===== config.mk =====
export PLATFORM = sky130hd
export DESIGN_NAME = float_add_pipe_flat
export DESIGN_NICKNAME = d
export VERILOG_FILES = /design/src/rtl/float_add_pipe_if.sv /design/src/rtl/float_add_pipe.sv /design/src/flat_wrapper.sv
export SDC_FILE = /design/constraint.sdc
export NUM_CORES = 1
export LEC_CHECK = 0
export ABC_AREA = 1
export CELL_PAD_IN_SITES_DETAIL_PLACEMENT = 0
export CELL_PAD_IN_SITES_GLOBAL_PLACEMENT = 1
export CORE_ASPECT_RATIO = 1.5
export CORE_MARGIN = 4
export CORE_UTILIZATION = 43
export DETAILED_ROUTE_END_ITERATION = 16
export HOLD_SLACK_MARGIN = 0.02
export PLACE_DENSITY = 0.91
export SYNTH_ARGS = -nofsm -noshare
export SYNTH_HDL_FRONTEND = slang
export SYNTH_SLANG_ARGS = --single-unit

===== constraint.sdc =====
create_clock -name clk -period 8.07 [get_ports clk]
set_clock_uncertainty 0.2 [all_clocks]
set_input_delay 1.2105 -clock clk [delete_from_list [all_inputs] [get_ports clk]]
set_output_delay 1.2105 -clock clk [all_outputs]
set_load 0.01 [all_outputs]

===== src/rtl/float_add_pipe_if.sv =====
// float_add_pipe_if: operand/result handshake bundle for the pipelined float adder.
interface float_add_pipe_if #(parameter int EXP_W = 8, parameter int MAN_W = 23);
   localparam int XLEN = 1 + EXP_W + MAN_W;
   logic            in_valid, in_ready, sub, out_valid, out_ready;
   logic            overflow, underflow, invalid;
   logic [XLEN-1:0] A, B, result;
   modport slave (input in_valid, A, B, sub, out_ready,
                  output in_ready, out_valid, result, overflow, underflow, invalid);
   modport master (output in_valid, A, B, sub, out_ready,
                   input in_ready, out_valid, result, overflow, underflow, invalid);
endinterface


===== src/rtl/float_add_pipe.sv =====
// float_add_pipe: 3-stage IEEE-754-style adder/subtractor, RNE, flush-to-zero,
// special-value handling and exception flags, valid/ready with global stall.
module float_add_pipe #(parameter int EXP_W = 8, parameter int MAN_W = 23) (
   input logic clk,
   input logic rst,
   float_add_pipe_if.slave io
);
   localparam int X = 1 + EXP_W + MAN_W;
   localparam int W = MAN_W + 4;
   localparam logic [EXP_W-1:0] EMAX = '1;
   typedef struct packed {
      logic v, s, es, zs, sp, inv;
      logic [EXP_W-1:0] e;
      logic [W-1:0] mx, my;
      logic [X-1:0] sr;
   } st1_t;
   typedef struct packed {
      logic v, s, zs, sp, inv;
      logic [EXP_W-1:0] e;
      logic [W:0] sum;
      logic [X-1:0] sr;
   } st2_t;
   typedef struct packed {
      logic v, ovf, unf, inv;
      logic [X-1:0] res;
   } st3_t;
   st1_t st1_q, st1_d;
   st2_t st2_q, st2_d;
   st3_t st3_q, st3_d;
   logic rdy_q, en;
   logic sa, sb, nan_a, nan_b, inf_a, inf_b, nan, swap;
   logic [EXP_W-1:0] ea, eb, ex, ey, d;
   logic [MAN_W-1:0] fa, fb, fx, fy;
   logic [W-1:0] sig_y, shifted, mask;
   int ds, lz, ex_n, ex_r;
   logic [W-1:0] nrm;
   logic [MAN_W+1:0] mr;
   logic [MAN_W-1:0] frac;
   logic inc, nz;
   assign en = ~st3_q.v | io.out_ready;
   assign io.in_ready = rdy_q & en;
   assign io.out_valid = st3_q.v;
   assign io.result = st3_q.res;
   assign io.overflow = st3_q.ovf;
   assign io.underflow = st3_q.unf;
   assign io.invalid = st3_q.inv;
   // Stage 1: unpack (denormals flushed), specials, swap so |X|>=|Y|, align Y.
   always_comb begin
      sa = io.A[X-1];
      sb = io.B[X-1] ^ io.sub;
      ea = io.A[X-2:MAN_W];
      eb = io.B[X-2:MAN_W];
      fa = io.A[MAN_W-1:0];
      fb = io.B[MAN_W-1:0];
      nan_a = &ea & |fa;
      nan_b = &eb & |fb;
      inf_a = &ea & ~|fa;
      inf_b = &eb & ~|fb;
      nan = nan_a | nan_b | (inf_a & inf_b & (sa ^ sb));
      swap = (~|eb ? '0 : {eb, fb}) > (~|ea ? '0 : {ea, fa});
      ex = swap ? eb : ea;
      ey = swap ? ea : eb;
      fx = swap ? fb : fa;
      fy = swap ? fa : fb;
      d = ex - ey;
      ds = (int'(d) > W) ? W : int'(d);
      sig_y = ~|ey ? '0 : {1'b1, fy, 3'b000};
      shifted = sig_y >> ds;
      mask = {W{1'b1}} << ds;
      st1_d.v = io.in_valid & io.in_ready;
      st1_d.s = swap ? sb : sa;
      st1_d.es = sa ^ sb;
      st1_d.zs = sa & sb;
      st1_d.sp = nan | inf_a | inf_b;
      st1_d.inv = nan;
      st1_d.e = ex;
      st1_d.mx = ~|ex ? '0 : {1'b1, fx, 3'b000};
      st1_d.my = {shifted[W-1:1], shifted[0] | |(sig_y & ~mask)};
      st1_d.sr = nan ? {1'b0, EMAX, 1'b1, {(MAN_W-1){1'b0}}} : {inf_a ? sa : sb, EMAX, {MAN_W{1'b0}}};
   end
   always_comb begin
      st2_d.v = st1_q.v;
      st2_d.s = st1_q.s;
      st2_d.zs = st1_q.zs;
      st2_d.sp = st1_q.sp;
      st2_d.inv = st1_q.inv;
      st2_d.e = st1_q.e;
      st2_d.sr = st1_q.sr;
      st2_d.sum = st1_q.es ? {1'b0, st1_q.mx} - {1'b0, st1_q.my} : {1'b0, st1_q.mx} + {1'b0, st1_q.my};
   end
   // Stage 3: normalise, round half-to-even on guard/round/sticky, pack, flag.
   always_comb begin
      lz = 0;
      for (int i = 0; i < W; i++) lz = st2_q.sum[i] ? W - 1 - i : lz;
      nz = |st2_q.sum;
      nrm = st2_q.sum[W] ? {st2_q.sum[W:2], |st2_q.sum[1:0]} : st2_q.sum[W-1:0] << lz;
      ex_n = st2_q.sum[W] ? int'(st2_q.e) + 1 : int'(st2_q.e) - lz;
      inc = nrm[2] & (nrm[3] | nrm[1] | nrm[0]);
      mr = {1'b0, nrm[W-1:3]} + (MAN_W+2)'(inc);
      ex_r = ex_n + int'(mr[MAN_W+1]);
      frac = mr[MAN_W+1] ? mr[MAN_W:1] : mr[MAN_W-1:0];
      st3_d.v = st2_q.v;
      st3_d.inv = st2_q.v & st2_q.sp & st2_q.inv;
      st3_d.ovf = st2_q.v & ~st2_q.sp & nz & (ex_r >= int'(EMAX));
      st3_d.unf = st2_q.v & ~st2_q.sp & nz & (ex_r < 1);
      st3_d.res = st2_q.sp ? st2_q.sr
                : ~nz ? {st2_q.zs, {(X-1){1'b0}}}
                : (ex_r >= int'(EMAX)) ? {st2_q.s, EMAX, {MAN_W{1'b0}}}
                : (ex_r < 1) ? {st2_q.s, {(X-1){1'b0}}}
                : {st2_q.s, ex_r[EXP_W-1:0], frac};
   end
   always_ff @(posedge clk or posedge rst) begin
      if (rst) begin
         rdy_q <= 1'b0;
         st1_q <= '0;
         st2_q <= '0;
         st3_q <= '0;
      end else begin
         rdy_q <= 1'b1;
         if (en) begin
            st1_q <= st1_d;
            st2_q <= st2_d;
            st3_q <= st3_d;
         end
      end
   end
endmodule


===== src/flat_wrapper.sv =====
// flat-port wrapper written by rule: the top's interface ports become plain ports
module float_add_pipe_flat 
#(parameter int EXP_W = 8, parameter int MAN_W = 23)
  (clk, rst, io_in_valid, io_A, io_B, io_sub, io_out_ready, io_in_ready, io_out_valid, io_result, io_overflow, io_underflow, io_invalid);
  float_add_pipe_if #(.EXP_W(EXP_W), .MAN_W(MAN_W)) io_i ();
  input logic clk;
  input logic rst;
  input wire logic [$bits(io_i.in_valid)-1:0] io_in_valid;
  input wire logic [$bits(io_i.A)-1:0] io_A;
  input wire logic [$bits(io_i.B)-1:0] io_B;
  input wire logic [$bits(io_i.sub)-1:0] io_sub;
  input wire logic [$bits(io_i.out_ready)-1:0] io_out_ready;
  output wire logic [$bits(io_i.in_ready)-1:0] io_in_ready;
  output wire logic [$bits(io_i.out_valid)-1:0] io_out_valid;
  output wire logic [$bits(io_i.result)-1:0] io_result;
  output wire logic [$bits(io_i.overflow)-1:0] io_overflow;
  output wire logic [$bits(io_i.underflow)-1:0] io_underflow;
  output wire logic [$bits(io_i.invalid)-1:0] io_invalid;
  assign io_i.in_valid = io_in_valid;
  assign io_i.A = io_A;
  assign io_i.B = io_B;
  assign io_i.sub = io_sub;
  assign io_i.out_ready = io_out_ready;
  assign io_in_ready = io_i.in_ready;
  assign io_out_valid = io_i.out_valid;
  assign io_result = io_i.result;
  assign io_overflow = io_i.overflow;
  assign io_underflow = io_i.underflow;
  assign io_invalid = io_i.invalid;
  float_add_pipe #(.EXP_W(EXP_W), .MAN_W(MAN_W)) u_core (.clk(clk), .rst(rst), .io(io_i));
endmodule

==> impl_metrics.ini, run 1 <==
[timing]
setup_violations = 0
setup_slack_ns = 0.568
slew_viol_final = 0
max_slew_margin_pct = 36.7
finalHoldViolCount = 0
tightestPinTransition_ns = 0.950
hold_slack_ns = 0.256
maxClockFrequency_ghz = 0.133
period_share_pct = 93.0
fin_crit_ns = 7.50

[drt]
first_iter_violations = 958
drt_first_pass_iters = 6
wl_mm = 52.6
vias_per_cell = 5.60
dr_total_vias = 16133
wl_per_cell_um = 18.3
antenna_left = 0
drc = 0

[grt]
grt_pass1_wl_mm = 83.0
antenna_found_initial = 0
grt_usage_pct = 27.7
first_global_vias = 16101
grt_max_degree = 77
grt-ovfl-total = 0

[run]
drv_cap = 0

[logic_synthesis]
postSynthAreaPerCell_sq_um = 6.17
yosysWarnings = 0
muxShareOfSynthArea_pct = 0.136
synth-simple-area-share_pct = 40.7
syn_nets = 2520
synth_xor_area_share_pct = 4.10
postSynthCellCount = 2382
ys_types = 60
ys_seq_elements = 147
syn_area_sq_um = 14700
synth_compound_area_share_pct = 14.3
seq_area_frac_synth_pct = 25.0
synth_adder_area_share_pct = 5.92
synth-edff-count = 0
ys_async_sr_fraction_pct = 100
synth_top_family_by_area = simple AND/OR/NAND/NOR gates
synth-main-ff-cell = dfrtp_1

[placed_design]
port_buffers = 105
pre_cts_slack_ns = 0.298
placedCellCount = 2844
gp_congestion = 1.09
placed_cell_area_sq_um = 16100
hpwlAfterDp_mm = 41.9

[layout]
mostFrequentLayoutCells = nand2_1 (697), nand3_1 (309), inv_1 (236)
nets = 2585
area_delta_synth_final_pct = 13.7
final_common_cell = nand2_1
fin_cells = 2880
diodes = 0
stdcell_area_sq_um = 16700
drive_gt1_share_pct = 6.34

[power_and_ir_drop]
swShare_pct = 54.4
p_per_area_nw_per_um2 = 358
ir_drop_mv = 0.193
p_switching_mw = 3.26
clockPowerShare_pct = 12.6
p_seq_share_pct = 19.7
internal-power_mw = 2.73
totalPowerFinal_mw = 5.99
leakagePower_nw = 8.23
combinationalPowerShare_pct = 67.7

[critical_path]
worstSetupEndpointType = flip-flop
arrival_ns = 7.67
crit_fanout = 27
required_ns = 8.24
path_common_cell = nand2_1
start_kind = flip-flop
critPathBufInv = 7
setup.worst_path.class = flip-flop to flip-flop
cpPeakStageDelay_ns = 0.45
crit_family = simple AND/OR/NAND/NOR gates
critPathSlowestCell = dfrtp_1

[floorplanning]
num_io_pins = 106
die-area_sq_um = 37300
fp-row-count = 82
coreArea_sq_um = 33500
start_util_pct = 43.8
die_y_um = 234
die_w_um = 159

[cts]
htree_num_levels = 4
cts_tree = yes
clock-sinks = 147
clock_latency_ns = 0.45
cts_buffers = 17
clk_path_buf_depth = 2
cts_root_buf = clkbuf_16
ctsHoldBuffers = 0
path_clk_slew_ns = 0.06

[status]
status = complete, no violations

[min_path]
hold_class = flip-flop to flip-flop
[cells by family after synthesis]
kind of cell | after synthesis
xor+xnor | 68
mux | 2
buf+inv | 354
fa+ha+maj | 69
simple gates | 1357
compound gates | 384
other cells | 1
flops | 147
[through the flow]
stage	util (%)	setup TNS, ns
after global routing	49.8	-0.0355
after floorplan	-	0
after CTS	49.6	0
after global placement	48.0	0
after detailed placement	48.0	0
final	49.8	0
[power groups by stage]
stage | Clock (mW) | Sequential, mW | Combinational, mW
after floorplan | 0 | 1.15 | 2.84
after global placement | 0 | 1.18 | 3.91
after detailed placement | 0 | 1.18 | 3.94
after CTS | 0.769 | 1.17 | 3.96
after global routing | 0.799 | 1.20 | 4.55
final | 0.756 | 1.18 | 4.06
[final timing paths]
kind / from / to / slack, ns / cells past startpoint
max in group asynchronous: rst / u_core.st1_q[78]$_DFFE_PP0N_ / 5.17 / 3
worst min register to register: u_core.st1_q[30]$_DFFE_PP0N_ / u_core.st1_q[30]$_DFFE_PP0N_ / 0.26 / 2
min in group asynchronous: rst / u_core.st2_q[37]$_DFFE_PP0N_ / 1.04 / 2
worst min-delay path: u_core.st1_q[30]$_DFFE_PP0N_ / u_core.st1_q[30]$_DFFE_PP0N_ / 0.26 / 2
worst max-delay path: u_core.st2_q[36]$_DFFE_PP0N_ / u_core.io.result[4]$_DFFE_PP0N_ / 0.57 / 53
worst max register to register: u_core.st2_q[36]$_DFFE_PP0N_ / u_core.io.result[4]$_DFFE_PP0N_ / 0.57 / 53
[metal layers]
metal	up-vias	GRT usage, %	share of wire, %
li1	8012	-	-
met1	7420	27.4	36
met2	507	54.0	53
met3	194	3.01	3.4
met4	0	19.3	7.6
met5	-	0	0
[area by class of cell]
| type | count | area [sq um] |
|---|---|---|
| clock buffers | 19 | 433 |
| clock inverters | 13 | 115 |
| fillers | 3514 | 16800 |
| inverters | 251 | 951 |
| multi-input cells | 1882 | 9640 |
| flip-flops and latches | 147 | 3680 |
| well taps | 420 | 526 |
| repair buffers | 148 | 1380 |
[tightest hold or removal path: stages, from the launching register on]
cell,delay [ns]
dfrtp_1,0.32
inv_1,0.04
nand2_1,0.06
[what timing repair did]
| item | 4_1_cts | 5_1_grt |
|---|---|---|
| endpoints found under the setup margin | 0 | 21 |
| buffers inserted | 0 | 3 |
| gates resized for setup | 0 | 6 |
[cell usage after synthesis, types with 19 or more instances]
| library cell | instances | share of area (%) |
|---|---|---|
| clkbuf_1 | 67 | 1.7 |
| nor4_1 | 22 | 0.94 |
| xnor2_1 | 23 | 1.4 |
| nand2_1 | 697 | 18 |
| a21oi_1 | 83 | 2.8 |
| buf_2 | 19 | 0.65 |
| dfrtp_1 | 147 | 25 |
| nand2_2 | 19 | 0.81 |
| nor3_1 | 28 | 0.95 |
| inv_1 | 238 | 6.1 |
| nand3_1 | 309 | 11 |
| o21ai_0 | 196 | 6.7 |
| nand4_1 | 45 | 1.9 |
| nor2_1 | 187 | 4.8 |
| ha_1 | 68 | 5.8 |
| xor2_1 | 44 | 2.6 |
| o21ai_1 | 30 | 1.0 |
[flip-flops by register name, indices dropped and copies added, names as in the netlist]
signal and count:
u_core.st1_q 67, u_core.rdy_q 1, u_core.io.out_valid 1, u_core.io.underflow 1, u_core.st2_q 43, u_core.io.invalid 1
u_core.io.overflow 1, u_core.io.result 32
No activity file was read; power rests on OpenSTA's default activity.
==> run 2, diff against run 1 <==
CAP_MARGIN = 20   (was unset)
==> results of run 2 <==
The final DEF is identical to that of run 1; final timing and power are the same.
==> run 3, diff against run 2 <==
CORE_UTILIZATION = 23   (was 43)
PLACE_DENSITY = 0.58   (was 0.91)
==> run 3 against run 2 <==
Critical path depth grew 1. Combinational power grew 2%. Via count shrank 0.60%. Largest cell class unchanged. Die area grew 83%. Highest routed layer unchanged. Global-route usage shrank 11 points. Routed wire length grew 12%. Setup slack gained 0.18 ns. Critical endpoint is now u_core.io.result[2]$_DFFE_PP0N_. Hold slack lost 0.0058 ns. Core utilization shrank 22 points. Sequential share of layout area shrank 0.87 points. Register-to-register slack gained 0.18 ns.
==> impl_metrics.ini, run 3 (synthesis gave the netlist of run 1 again) <==
[status]
status = complete, no violations

[floorplanning]
coreArea_sq_um = 63300
die_w_um = 214
fp-row-count = 113
num_io_pins = 106
die_y_um = 318
start_util_pct = 23.2
die-area_sq_um = 68100

[timing]
rsz0062_at_grt = false
finalHoldViolCount = 0
fin_tns_setup_ns = 0
max_slew_margin_pct = 33.6
setup_slack_ns = 0.744
slew_viol_final = 0
fin_crit_ns = 7.33
tightestPinTransition_ns = 0.994
maxClockFrequency_ghz = 0.136
period_share_pct = 90.8
hold_slack_ns = 0.251
setup_violations = 0

[power_and_ir_drop]
totalPowerFinal_mw = 6.17
leakagePower_nw = 8.32
p_per_area_nw_per_um2 = 354
ir_drop_mv = 0.161

[layout]
nets = 2597
stdcell_area_sq_um = 17400
drive_gt1_share_pct = 7.00
largest_reg_flops = 67
area_delta_synth_final_pct = 18.4
largest_register = u_core.st1_q
diodes = 0
final_common_cell = nand2_1
num-fill-cells = 7201
mostFrequentLayoutCells = nand2_1 (697), nand3_1 (309), inv_1 (235)

[critical_path]
critPathSlowestCell = dfrtp_1
path_common_cell = nand2_1
worstSetupEndpointType = flip-flop
arrival_ns = 7.51
start_kind = flip-flop
setup.worst_path.class = flip-flop to flip-flop
crit_family = simple AND/OR/NAND/NOR gates
crit_fanout = 32
cpPeakStageDelay_ns = 0.43
required_ns = 8.25
critPathBufInv = 7

[placed_design]
hpwlAfterDp_mm = 48.0
gp_congestion = 0.921
pre_cts_slack_ns = 0.243
placed_cell_area_sq_um = 16700
port_buffers = 105

[grt]
grt-ovfl-total = 0
grt_usage_pct = 16.7
antenna_found_initial = 0
grt_max_degree = 101
grt_pass1_wl_mm = 90.8
first_global_vias = 15913

[cts]
clock_latency_ns = 0.46
cts_tree = yes
htree_num_levels = 4
clk_path_buf_depth = 2
clock-sinks = 147
path_clk_slew_ns = 0.07
cts_buffers = 17
cts_root_buf = clkbuf_16

[drt]
drc = 0
antenna_left = 0
dr_total_vias = 16036
wl_mm = 59.0
first_iter_violations = 967
vias_per_cell = 4.89
drt_first_pass_iters = 6
wl_per_cell_um = 18.0

[run]
drv_cap = 0

[min_path]
hold_class = flip-flop to flip-flop
run 3: cell type report:
class / instances / area, sq um / area share [%]
multi-input combinational: 1882 / 9640 / 55.4
sequential: 147 / 3680 / 21.1
timing repair buffer: 160 / 1510 / 8.70
tap: 805 / 1010 / 5.79
inverter: 251 / 955 / 5.48
clock buffer: 17 / 425 / 2.44
clock inverter: 15 / 183 / 1.05
run 3: worst min-delay path: stages, from the launching register on:
cell	delay [ns]
dfrtp_1	0.32
inv_1	0.04
nand2_1	0.05
run 3: metal layers:
| layer | global-route usage (%) | share of wire, % |
|---|---|---|
| met5 | 0 | 0 |
| met2 | 32.7 | 54 |
| met3 | 1.72 | 2.9 |
| met4 | 7.40 | 4.5 |
| met1 | 18.0 | 39 |
run 3: path summary, 6_finish.rpt:
path                                                    from                              end  slack (ns)  cells past startpoint
min in group asynchronous                                rst     u_core.st2_q[38]$_DFFE_PP0N_        1.13                      2
worst min-delay path            u_core.st1_q[30]$_DFFE_PP0N_     u_core.st1_q[30]$_DFFE_PP0N_        0.25                      2
worst max register to register  u_core.st2_q[36]$_DFFE_PP0N_  u_core.io.result[2]$_DFFE_PP0N_        0.74                     54
worst max-delay path            u_core.st2_q[36]$_DFFE_PP0N_  u_core.io.result[2]$_DFFE_PP0N_        0.74                     54
worst min register to register  u_core.st1_q[30]$_DFFE_PP0N_     u_core.st1_q[30]$_DFFE_PP0N_        0.25                      2
max in group asynchronous                                rst     u_core.st2_q[52]$_DFFE_PP0N_        5.25                      3
run 3: report_power, final:
group / switching, mW / internal, mW
clock network: 0.403 / 0.418
registers: 0.231 / 0.966
logic: 2.76 / 1.39
run 3: timing repair:
action | in CTS | in global routing
hold buffers | 0 | 0
buffers inserted | 0 | 5
gates resized for setup | 0 | 10
setup endpoints to repair | 0 | 23
run 3: stage by stage:
step           utilization (%)  instances
2_1_floorplan                -       2382
3_3_place_gp              26.4       3239
3_5_place_dp              26.4       3239
4_1_cts                   27.3       3271
5_1_grt                   27.5       3277
6_report                  27.5       3277
